### src/rtl/cmd_pkg.sv
// Shared constants and state encoding for the ASCII command parser.
package cmd_pkg;

    localparam logic [7:0] CH_RESET = 8'h52;  // "R"
    localparam logic [7:0] CH_SET   = 8'h23;  // "#"
    localparam logic [7:0] CH_QUERY = 8'h3F;  // "?"
    localparam logic [7:0] CH_ACK   = 8'h2A;  // "*"
    localparam logic [7:0] CH_ERR   = 8'h21;  // "!"
    localparam logic [7:0] CH_ZERO  = 8'h30;
    localparam logic [7:0] CH_NINE  = 8'h39;

    typedef enum logic [2:0] {
        ST_IDLE,
        ST_GET_CH,
        ST_GET_DIGITS,
        ST_COMMIT,
        ST_STAT_CH,
        ST_STAT_SEND,
        ST_SEND_ACK,
        ST_SEND_ERR
    } state_t;

endpackage

### src/rtl/hex_ascii.sv
// Combinational hex nibble <-> ASCII converter; encode emits uppercase,
// decode accepts 0-9, A-F and a-f.
module hex_ascii (
    input  logic [3:0] nib,
    output logic [7:0] enc,
    input  logic [7:0] chr,
    output logic [3:0] dec,
    output logic       dec_ok
);

    always_comb begin
        if (nib < 4'd10) enc = 8'h30 + {4'h0, nib};
        else             enc = 8'h37 + {4'h0, nib};
    end

    always_comb begin
        dec    = 4'h0;
        dec_ok = 1'b0;
        if (chr >= 8'h30 && chr <= 8'h39) begin
            dec    = chr[3:0];
            dec_ok = 1'b1;
        end else if ((chr >= 8'h41 && chr <= 8'h46) || (chr >= 8'h61 && chr <= 8'h66)) begin
            // 'A'/'a' have low nibble 1, so +9 maps them to 10
            dec    = chr[3:0] + 4'd9;
            dec_ok = 1'b1;
        end
    end

endmodule

### src/rtl/cmd_parser.sv
// UART command parser: plain command codes, "#<ch><hex>" argument writes
// and "?<ch>" status reads answered in uppercase hex.
module cmd_parser
    import cmd_pkg::*;
#(
    parameter int ARG_WIDTH      = 16,
    parameter int NUM_ARGS       = 4,
    parameter int STATUS_WIDTH   = 16,
    parameter int TIMEOUT_CYCLES = 1000000
) (
    input  logic                             clk,
    input  logic                             rst_n,
    input  logic [7:0]                       rxData,
    input  logic                             rxValid,
    input  logic [NUM_ARGS*STATUS_WIDTH-1:0] statusIn,
    input  logic                             txReady,
    output logic [7:0]                       txData,
    output logic                             txDataWr,
    output logic [7:0]                       cmdCode,
    output logic                             cmdStrobe,
    output logic [NUM_ARGS*ARG_WIDTH-1:0]    argValue,
    output logic [NUM_ARGS-1:0]              argUpdate
);

    localparam int NDIG  = ARG_WIDTH / 4;
    localparam int DW    = $clog2(NDIG + 1);
    localparam int NSTAT = STATUS_WIDTH / 4;
    localparam int SCW   = $clog2(NSTAT + 1);
    localparam int TW    = $clog2(TIMEOUT_CYCLES + 1);

    state_t                  state, state_nxt;
    logic [3:0]              ch;
    logic [DW-1:0]           dig_cnt;
    logic [ARG_WIDTH-1:0]    shadow;
    logic [ARG_WIDTH-1:0]    arg_q [NUM_ARGS];
    logic [STATUS_WIDTH-1:0] snap;
    logic [SCW-1:0]          stat_cnt;
    logic [TW-1:0]           to_cnt;

    logic       is_r, ch_ok, wait_st, to_hit;
    logic       cmd_ld, ch_ld, dig_ld, commit, snap_ld, tx_wr;
    logic [7:0] tx_byte;
    logic [3:0] rx_nib;
    logic       rx_hex;
    logic [7:0] stat_chr;
    logic [7:0] unused_enc;
    logic [3:0] unused_dec;
    logic       unused_ok;

    hex_ascii u_dec (
        .nib    (4'h0),
        .enc    (unused_enc),
        .chr    (rxData),
        .dec    (rx_nib),
        .dec_ok (rx_hex)
    );

    hex_ascii u_enc (
        .nib    (snap[STATUS_WIDTH-1 -: 4]),
        .enc    (stat_chr),
        .chr    (8'h00),
        .dec    (unused_dec),
        .dec_ok (unused_ok)
    );

    assign is_r    = rxValid && (rxData == CH_RESET);
    assign ch_ok   = (rxData >= CH_ZERO) && (rxData <= CH_NINE) &&
                     ({28'd0, rxData[3:0]} < 32'(NUM_ARGS));
    assign wait_st = (state == ST_GET_CH) || (state == ST_GET_DIGITS) || (state == ST_STAT_CH);
    assign to_hit  = wait_st && (to_cnt == TW'(TIMEOUT_CYCLES));

    always_ff @(posedge clk or negedge rst_n) begin
        if (!rst_n) state <= ST_IDLE;
        else        state <= state_nxt;
    end

    always_comb begin
        state_nxt = state;
        cmd_ld    = 1'b0;
        ch_ld     = 1'b0;
        dig_ld    = 1'b0;
        commit    = 1'b0;
        snap_ld   = 1'b0;
        tx_wr     = 1'b0;
        tx_byte   = 8'h00;
        // "R" wins over everything, including a pending transmit write
        if (is_r) begin
            state_nxt = ST_IDLE;
        end else begin
            case (state)
                ST_IDLE: begin
                    if (rxValid) begin
                        if (rxData == CH_SET)        state_nxt = ST_GET_CH;
                        else if (rxData == CH_QUERY) state_nxt = ST_STAT_CH;
                        else                         cmd_ld    = 1'b1;
                    end
                end
                ST_GET_CH: begin
                    if (rxValid) begin
                        if (ch_ok) begin
                            ch_ld     = 1'b1;
                            state_nxt = ST_GET_DIGITS;
                        end else begin
                            state_nxt = ST_SEND_ERR;
                        end
                    end else if (to_hit) begin
                        state_nxt = ST_SEND_ERR;
                    end
                end
                ST_GET_DIGITS: begin
                    if (rxValid) begin
                        if (rx_hex) begin
                            dig_ld = 1'b1;
                            if (dig_cnt == DW'(NDIG - 1)) state_nxt = ST_COMMIT;
                        end else begin
                            state_nxt = ST_SEND_ERR;
                        end
                    end else if (to_hit) begin
                        state_nxt = ST_SEND_ERR;
                    end
                end
                ST_COMMIT: begin
                    commit    = 1'b1;
                    state_nxt = ST_SEND_ACK;
                end
                ST_STAT_CH: begin
                    if (rxValid) begin
                        if (ch_ok) begin
                            ch_ld     = 1'b1;
                            snap_ld   = 1'b1;
                            state_nxt = ST_STAT_SEND;
                        end else begin
                            state_nxt = ST_SEND_ERR;
                        end
                    end else if (to_hit) begin
                        state_nxt = ST_SEND_ERR;
                    end
                end
                ST_STAT_SEND: begin
                    tx_byte = stat_chr;
                    if (txReady) begin
                        tx_wr = 1'b1;
                        if (stat_cnt == SCW'(NSTAT - 1)) state_nxt = ST_IDLE;
                    end
                end
                ST_SEND_ACK: begin
                    tx_byte = CH_ACK;
                    if (txReady) begin
                        tx_wr     = 1'b1;
                        state_nxt = ST_IDLE;
                    end
                end
                ST_SEND_ERR: begin
                    tx_byte = CH_ERR;
                    if (txReady) begin
                        tx_wr     = 1'b1;
                        state_nxt = ST_IDLE;
                    end
                end
                default: state_nxt = ST_IDLE;
            endcase
        end
    end

    // Transmit outputs are decoded from state so an async reset kills them at once
    assign txData   = tx_byte;
    assign txDataWr = tx_wr;

    always_ff @(posedge clk or negedge rst_n) begin
        if (!rst_n) begin
            cmdCode   <= 8'h00;
            cmdStrobe <= 1'b0;
            argUpdate <= '0;
            ch        <= 4'h0;
            dig_cnt   <= '0;
            shadow    <= '0;
            snap      <= '0;
            stat_cnt  <= '0;
            to_cnt    <= '0;
            for (int k = 0; k < NUM_ARGS; k++) arg_q[k] <= '0;
        end else begin
            cmdStrobe <= cmd_ld;
            argUpdate <= '0;
            if (cmd_ld) cmdCode <= rxData;

            if (ch_ld) begin
                ch      <= rxData[3:0];
                dig_cnt <= '0;
                shadow  <= '0;
            end else if (dig_ld) begin
                shadow  <= (shadow << 4) | ARG_WIDTH'(rx_nib);
                dig_cnt <= dig_cnt + DW'(1);
            end

            if (commit) begin
                for (int k = 0; k < NUM_ARGS; k++) begin
                    if (ch == 4'(k)) begin
                        arg_q[k]     <= shadow;
                        argUpdate[k] <= 1'b1;
                    end
                end
            end

            if (snap_ld) begin
                stat_cnt <= '0;
                for (int k = 0; k < NUM_ARGS; k++)
                    if (rxData[3:0] == 4'(k)) snap <= statusIn[k*STATUS_WIDTH +: STATUS_WIDTH];
            end else if (tx_wr && state == ST_STAT_SEND) begin
                snap     <= snap << 4;
                stat_cnt <= stat_cnt + SCW'(1);
            end

            if (rxValid || !wait_st) to_cnt <= '0;
            else if (!to_hit)        to_cnt <= to_cnt + TW'(1);
        end
    end

    for (genvar k = 0; k < NUM_ARGS; k++) begin : g_pack
        assign argValue[k*ARG_WIDTH +: ARG_WIDTH] = arg_q[k];
    end

endmodule

### config.mk
export PLATFORM = sky130hd
export DESIGN_NAME = cmd_parser
export DESIGN_NICKNAME = d
export VERILOG_FILES = /design/src/rtl/cmd_pkg.sv /design/src/rtl/hex_ascii.sv /design/src/rtl/cmd_parser.sv
export SDC_FILE = /design/constraint.sdc
export NUM_CORES = 1
export LEC_CHECK = 0
export ABC_AREA = 1
export BUFFER_PORTS_ARGS = -buffer_cell sky130_fd_sc_hd__clkbuf_2
export CAP_MARGIN = 20
export CORE_ASPECT_RATIO = 2
export CORE_MARGIN = 1
export CORE_UTILIZATION = 55
export CTS_CLUSTER_SIZE = 30
export DETAILED_ROUTE_END_ITERATION = 10
export PLACE_DENSITY = 0.81
export SKIP_CTS_REPAIR_TIMING = 1
export SYNTH_ARGS = -nofsm -noshare
export SYNTH_HDL_FRONTEND = slang
export SYNTH_SLANG_ARGS = --single-unit
### constraint.sdc
create_clock -name clk -period 4.18 [get_ports clk]
set_input_delay 0.209 -clock clk [delete_from_list [all_inputs] [get_ports clk]]
set_output_delay 0.209 -clock clk [all_outputs]
set_load 0.01 [all_outputs]
# --- Word level (Yosys, flattened, before mapping) ---
# Cells that the tools add are included.
op_classes:
  n_lt_le_gt_ge: 8
  muxes: 62
  n_eq_ne: 27
  bitwise: 1
  reduce_logical: 26
  addsub: 6
op_table:
  columns: ["operator", "n"]
  rows:
  - ["16-bit 2-to-1 mux", 8]
  - ["3-bit 2-to-1 mux", 18]
  - ["20-bit 2-to-1 mux", 2]
  - ["1-bit 2-to-1 mux", 26]
  - ["8-bit case mux with 3 select lines", 1]
  - ["3-bit case mux with 7 select lines", 1]
  - ["20-bit by 1-bit adder with 20-bit output, second input constant", 1]
  - ["20-bit equality test, second input constant", 1]
  - ["4-bit by 2-bit equality test with 1-bit output, second input constant", 4]
  - ["8-bit by 6-bit equality test with 1-bit output, second input constant", 2]
  - ["8-bit by 7-bit >= comparator with 1-bit output, second input constant", 2]
  - ["8-bit by 7-bit <= comparator with 1-bit output, second input constant", 2]
  - ["8-bit 2-to-1 mux", 2]
  - ["16-bit by 4-bit bitwise OR with 16-bit output", 1]
  - ["6-bit by 4-bit adder with 7-bit output, first input constant", 2]
  - ["3-bit by 2-bit equality test with 1-bit output, second input constant", 4]
  - ["3-bit equality test, second input constant", 4]
  - ["4-bit 2-to-1 mux", 3]
  - ["2-bit AND reduction", 5]
  - ["3-bit inequality test, second input constant", 3]
  - ["4-bit by 1-bit equality test with 1-bit output, second input constant", 2]
  - ["8-bit by 7-bit equality test with 1-bit output, second input constant", 1]
  - ["8-bit by 6-bit >= comparator with 1-bit output, second input constant", 1]
  - ["8-bit by 6-bit <= comparator with 1-bit output, second input constant", 1]
  - ["20 further kinds", 33]
totals:
  input_bits: 76
  word_cells: 144
  register_bits: 142
  output_inout_bits: 86

# --- Longest topological paths before layout ---
logic_depth:
  depth_word: 11
  mapped_depth: 13
  ltp_nobuf: 13

# --- Modules after synthesis ---
# A second synthesis with hierarchy kept.
unflattened:
  hier_cells: 894
  hier_area_um2: 7218.2
modules_own_cells:
  columns: ["module", "seq_area_each_um2", "area_each_um2", "cells_per_inst", "instances"]
  rows:
  - ["cmd_parser", 3553.4, 6650.1, 792, 1]
  - ["hex_ascii at u_enc", 0.0, 287.8, 51, 1]
  - ["hex_ascii at u_dec", 0.0, 280.3, 51, 1]

# --- Least setup slack after synthesis ---
# Ideal clock, no wire load.
synth_path:
  path_kind: "input -> register"
  start: "input port rxData[1]"
  end: "register snap[13]"
  cell_stages: 11
  required_ns: 4.057
  path_slack_ns: 2.486
  setup_ns: 0.123
  t_arrival_ns: 1.571
  n_path_buf: 2
  path_cell_list: "inv_1 -> ha_1 -> clkbuf_1 -> nor3_1 -> o21ai_0 -> inv_1 -> o21ai_4 -> inv_4 -> buf_6 -> nand2_1 -> o21ai_2"
synth_via:
  elab_chain_len: 9
  elab_cells_between_ends: 24
  cone_classes: "3 x order compare; 5 x eq/ne; 9 x mux; 7 x reduce/logical"
synth_lines:
  columns: ["element", "line_no", "rtl"]
  rows:
  - ["start, declared", "cmd_parser.sv:13", "input logic [7:0] rxData,"]
  - ["8-bit by 6-bit >= comparator with 1-bit output or 8-bit by 6-bit <= comparator with 1-bit output (tied branches)", "cmd_parser.sv:67", "assign ch_ok = (rxData >= CH_ZERO) && (rxData <= CH_NINE) &&"]
  - ["1-bit logical AND (2 in a row)", "cmd_parser.sv:67", null]
  - ["1-bit 2-to-1 mux", "cmd_parser.sv:128", "if (ch_ok) begin"]
  - ["1-bit 2-to-1 mux", "cmd_parser.sv:127", "if (rxValid) begin"]
  - ["1-bit 2-to-1 mux", "cmd_parser.sv:90", "case (state)"]
  - ["1-bit 2-to-1 mux", "cmd_parser.sv:87", "if (is_r) begin"]
  - ["5-bit by 1-bit inequality test with 1-bit output (no source line) or 2-bit nonzero test (tied branches)", null, null]
  - ["2-bit AND reduction (no source line)", null, null]
  - ["end signal, assigned", "cmd_parser.sv:207", "if (rxData[3:0] == 4'(k)) snap <= statusIn[k*STATUS_WIDTH +: STATUS_WIDTH];"]
  - ["end signal, assigned", "cmd_parser.sv:209", "snap <= snap << 4;"]
  - ["end, declared", "cmd_parser.sv:36", "logic [STATUS_WIDTH-1:0] snap;"]
# Parallel ways exist; a longest one is shown, timed or not.
# A chain may end at the register's enable or synchronous reset.

# --- Worst setup path after layout ---
layout_path:
  start: "input port rxData[1]"
  end: "register shadow[1]"
layout_via:
  elab_chain_len: 10
  elab_cells_between_ends: 31
  cone_classes: "1 x add/sub; 7 x order compare; 1 x eq/ne; 14 x mux; 1 x bitwise; 7 x reduce/logical"
layout_lines:
  columns: ["element", "line_no", "rtl"]
  rows:
  - ["8-bit by 7-bit >= comparator with 1-bit output or 8-bit by 7-bit <= comparator with 1-bit output (tied branches)", "hex_ascii.sv:22", "end else if ((chr >= 8'h41 && chr <= 8'h46) || (chr >= 8'h61 && chr <= 8'h66)) begin"]
  - ["1-bit logical AND", "hex_ascii.sv:22", null]
  - ["1-bit logical OR", "hex_ascii.sv:22", null]
  - ["1-bit 2-to-1 mux", "hex_ascii.sv:22", null]
  - ["1-bit 2-to-1 mux", "hex_ascii.sv:19", "if (chr >= 8'h30 && chr <= 8'h39) begin"]
  - ["1-bit 2-to-1 mux", "cmd_parser.sv:112", "if (rx_hex) begin"]
  - ["1-bit 2-to-1 mux", "cmd_parser.sv:111", "if (rxValid) begin"]
  - ["1-bit 2-to-1 mux", "cmd_parser.sv:90", null]
  - ["1-bit 2-to-1 mux", "cmd_parser.sv:87", null]
  - ["2-bit nonzero test (no source line)", null, null]
  - ["end signal, assigned", "cmd_parser.sv:191", "shadow <= (shadow << 4) | ARG_WIDTH'(rx_nib);"]
  - ["end, declared", "cmd_parser.sv:34", "logic [ARG_WIDTH-1:0] shadow;"]
# Parallel ways exist; a longest one is shown, timed or not. The select of a mux whose other input is x is not followed.

==> metrics.txt <==
Max stage delay on crit path around 600 ps; Antenna diodes 0; largest net degree at the start of global routing about 110; Synth Register Bits approximately 140; Synth area leaders dfrtp_1 52%, nand2_1 12%, o21ai_0 6.2%, nand3_1 5.1%, inv_1 4.0%; cts bufs inserted 17; total gr overflow 0; Max Cap Viol 0; Synth area leader dfrtp_1; Final Non-Filler Cells 1123; die area 13000 µm²; Cell variety after synth between 40 and 50; GRT Total Usage 29.5%; vias per cell around 5.5; worst-margin pin slew just over 1000 ps; Core Rows 57; Post-DP Area roughly 7700 µm²; Post-Synthesis Net Count around 900; Post-Synth Simple-Gate Area about a quarter; EDFF count, synth 0; Synth Warn # 0; first-pass GRT wire length between 20000 and 30000 µm; setup_tns 0 ps; final-stage net count around 1100; Max FO, Critical Path 20; Synth Area in Adders 2.19%; post-DR wirelength/cell between 15 and 20 µm; Pre-antenna DRT Iters 5; crit-path cells clkbuf_2, inv_1, ha_1, nand2_1, nand3_2, nand2_1, nand2_2, nand3_1, nand2_2, o22ai_1; RSZ-0062 raised after global routing false; area delta synth->final 20.7%; clock slew at reported path FFs 60 ps; DP Wirelength 12900 µm; CTS tree yes; DRC 0; Startpoint Class input pin; P_leak ~0.0043 µW; Final Hold Viols 0; combinational family with the most area after synthesis simple AND/OR/NAND/NOR gates; Worst R2R Setup Slack about 1800 ps; initial core utilization 56.6%; # H-tree levels 4; CTS Root Cell clkbuf_16; DIE HEIGHT 160 µm; hold depth 3; Port Buf Inserts 160; DRT iter0 DRCs 532; Fmax achieved 383 MHz; I/O pin total 162; Max IR drop VDD 0.000401 V; Gate Count Post-Synth 816; minimum clock period between 2000 and 3000 ps; share of cells above drive strength 1 23.2%; Avg Inst Size Synth 8.42 µm²; vias in the first global route a little under 6000; P per Cell Area ~480 nW/µm²; crit share post-route ~62%; slew margin rel. 31.5%; min-delay src statusIn[51]; Slew Viols, Final 0; WHS Endpoint snap[3]; via count ~6200; Clock Tree Buf Depth 2; Required @ worst endpoint roughly 4400 ps; Post-Route Skew around 12 ps; Routed WL approximately 18000 µm; core area roughly 12000 µm²; gpl congestion 0.868; status complete, no violations; tightest hold margin approximately 42 ps; FF-to-FF End argValue[33]; Crit Path Category input pin to flop; slowest cell on the critical path ha_1; data arrival time of the critical path ~2900 ps; DRT antenna net count 0; XOR/XNOR Fraction of Synth Area less than 1%; share of synthesized registers carrying an async set or reset 100%; Yosys top cell area share a little over 50%; worst slack at placement 1230 ps; CP endpoint kind flop; post-synthesis mux area share less than 1%; CTS Sinks roughly 140; Final WS setup about 1600 ps; Compound-Gate Fraction of Synth Area between 10 and 15%; post-route cell area 8290 µm²; worst min path class input pin to flop; synthesized area 6870 µm²; clk_lat worst skew 420 ps; RR Startpoint state[2]; Die Width roughly 81 µm; ys flop type dfrtp_1; final setup violation count 0; placed instance count approximately 1100; sequential share of the synthesized area roughly 52%; R2R depth 7; initial antenna violation count 0
==> layer usage <==
metal / global-route usage, % / up-vias / routed length (µm)
met1: 29.2 / 2830 / 6180
met4: 19.2 / 0 / 1070
li1: - / 2987 / -
met2: 53.4 / 282 / 9950
met3: 5.60 / 58 / 820
met5: 0 / - / 0
==> worst max-delay path by stage <==
stage | from | to | slack, ps | cells after the start
5_1_grt | rxData[1] | shadow[1] | 1250 | 10
2_1_floorplan | rxData[1] | snap[13] | 2490 | 11
3_3_place_gp | rxData[1] | shadow[1] | 1380 | 10
3_5_place_dp | rxData[1] | dig_cnt[0] | 1230 | 10
6_report | rxData[1] | shadow[1] | 1570 | 10
4_1_cts | rxData[1] | shadow[1] | 1600 | 10
==> worst max-delay path, delay by kind of cell <==
kind	cells	cell delay [ps]
adders and majority gates	1	590
buffers and inverters	2	270
AOI/OAI and AO/OA	1	140
and+or+nand+nor	6	1660
==> area by class of cell <==
class	count	area, µm²
multi-input combinational	559	2820
timing repair buffer	162	825
sequential	142	3550
fill	968	3840
inverter	81	307
tap	147	184
clock buffer	17	425
clock inverter	15	170
==> registers in the layout (all words and copies together) (netlist names) <==
signal and flops:
snap 16, cmdStrobe 1, stat_cnt 3, argValue 64, dig_cnt 3, cmdCode 8, to_cnt 20, shadow 16
ch 4, argUpdate 4, state 3
==> layout by cell type, fill, tap and decap left out, types with 3 or more instances in the layout <==
cell type	Yosys	final
nor2_1	43	43
o21ai_0	85	85
o22ai_1	17	17
clkbuf_2	0	159
inv_2	6	6
nand3_1	70	70
nand2_2	4	4
inv_6	0	3
o21a_1	9	9
o21ai_1	11	11
o211ai_1	19	19
xor2_1	5	5
nand2_1	220	220
a21oi_1	17	17
o21ai_2	8	8
inv_1	74	74
clkinv_4	0	3
inv_8	0	5
nor3_1	8	8
nand4_1	5	5
dfrtp_1	142	142
nor2_2	4	4
ha_1	12	12
clkbuf_16	0	17
==> where the power goes <==
part	total (µW)	switching [µW]	leakage, µW	internal (µW)
logic	829	569	0.00216	260
registers	1620	86.7	0.00188	1530
clock network	1510	663	0.000287	852
total	3960	1320	0.00433	2640
==> cell usage after synthesis, types with 2 or more instances <==
cell type  instances
nand2_1          220
dfrtp_1          142
o21ai_0           85
inv_1             74
nand3_1           70
nor2_1            43
o211ai_1          19
a21oi_1           17
o22ai_1           17
buf_2             16
ha_1              12
o21ai_1           11
clkbuf_1          10
o21a_1             9
nor3_1             8
o21ai_2            8
inv_2              6
nand4_1            5
xor2_1             5
buf_4              4
nand2_2            4
nor2_2             4
buf_6              3
mux2i_1            2
nand3_2            2
nand3b_1           2
nor2_4             2
or2_2              2
==> stage by stage <==
step / util (%) / power (µW)
after floorplan: - / 2140
after global placement: 63.4 / 2430
after detailed placement: 63.4 / 2450
after CTS: 68.3 / 3960
after global routing: 68.3 / 4160
final: 68.3 / 3960
==> kinds of logic (layout without fill, tap and decap cells) <==
kind of cell / Yosys count / in the layout
AO/OA/AOI/OAI: 172 / 172
XOR/XNOR: 5 / 5
adder cells (fa/ha/maj): 12 / 12
buffers and inverters: 115 / 275
flip-flops: 142 / 142
multiplexers: 2 / 2
other: 1 / 1
AND/OR/NAND/NOR: 367 / 367
Note: power is estimated with default switching activity, not from simulation.
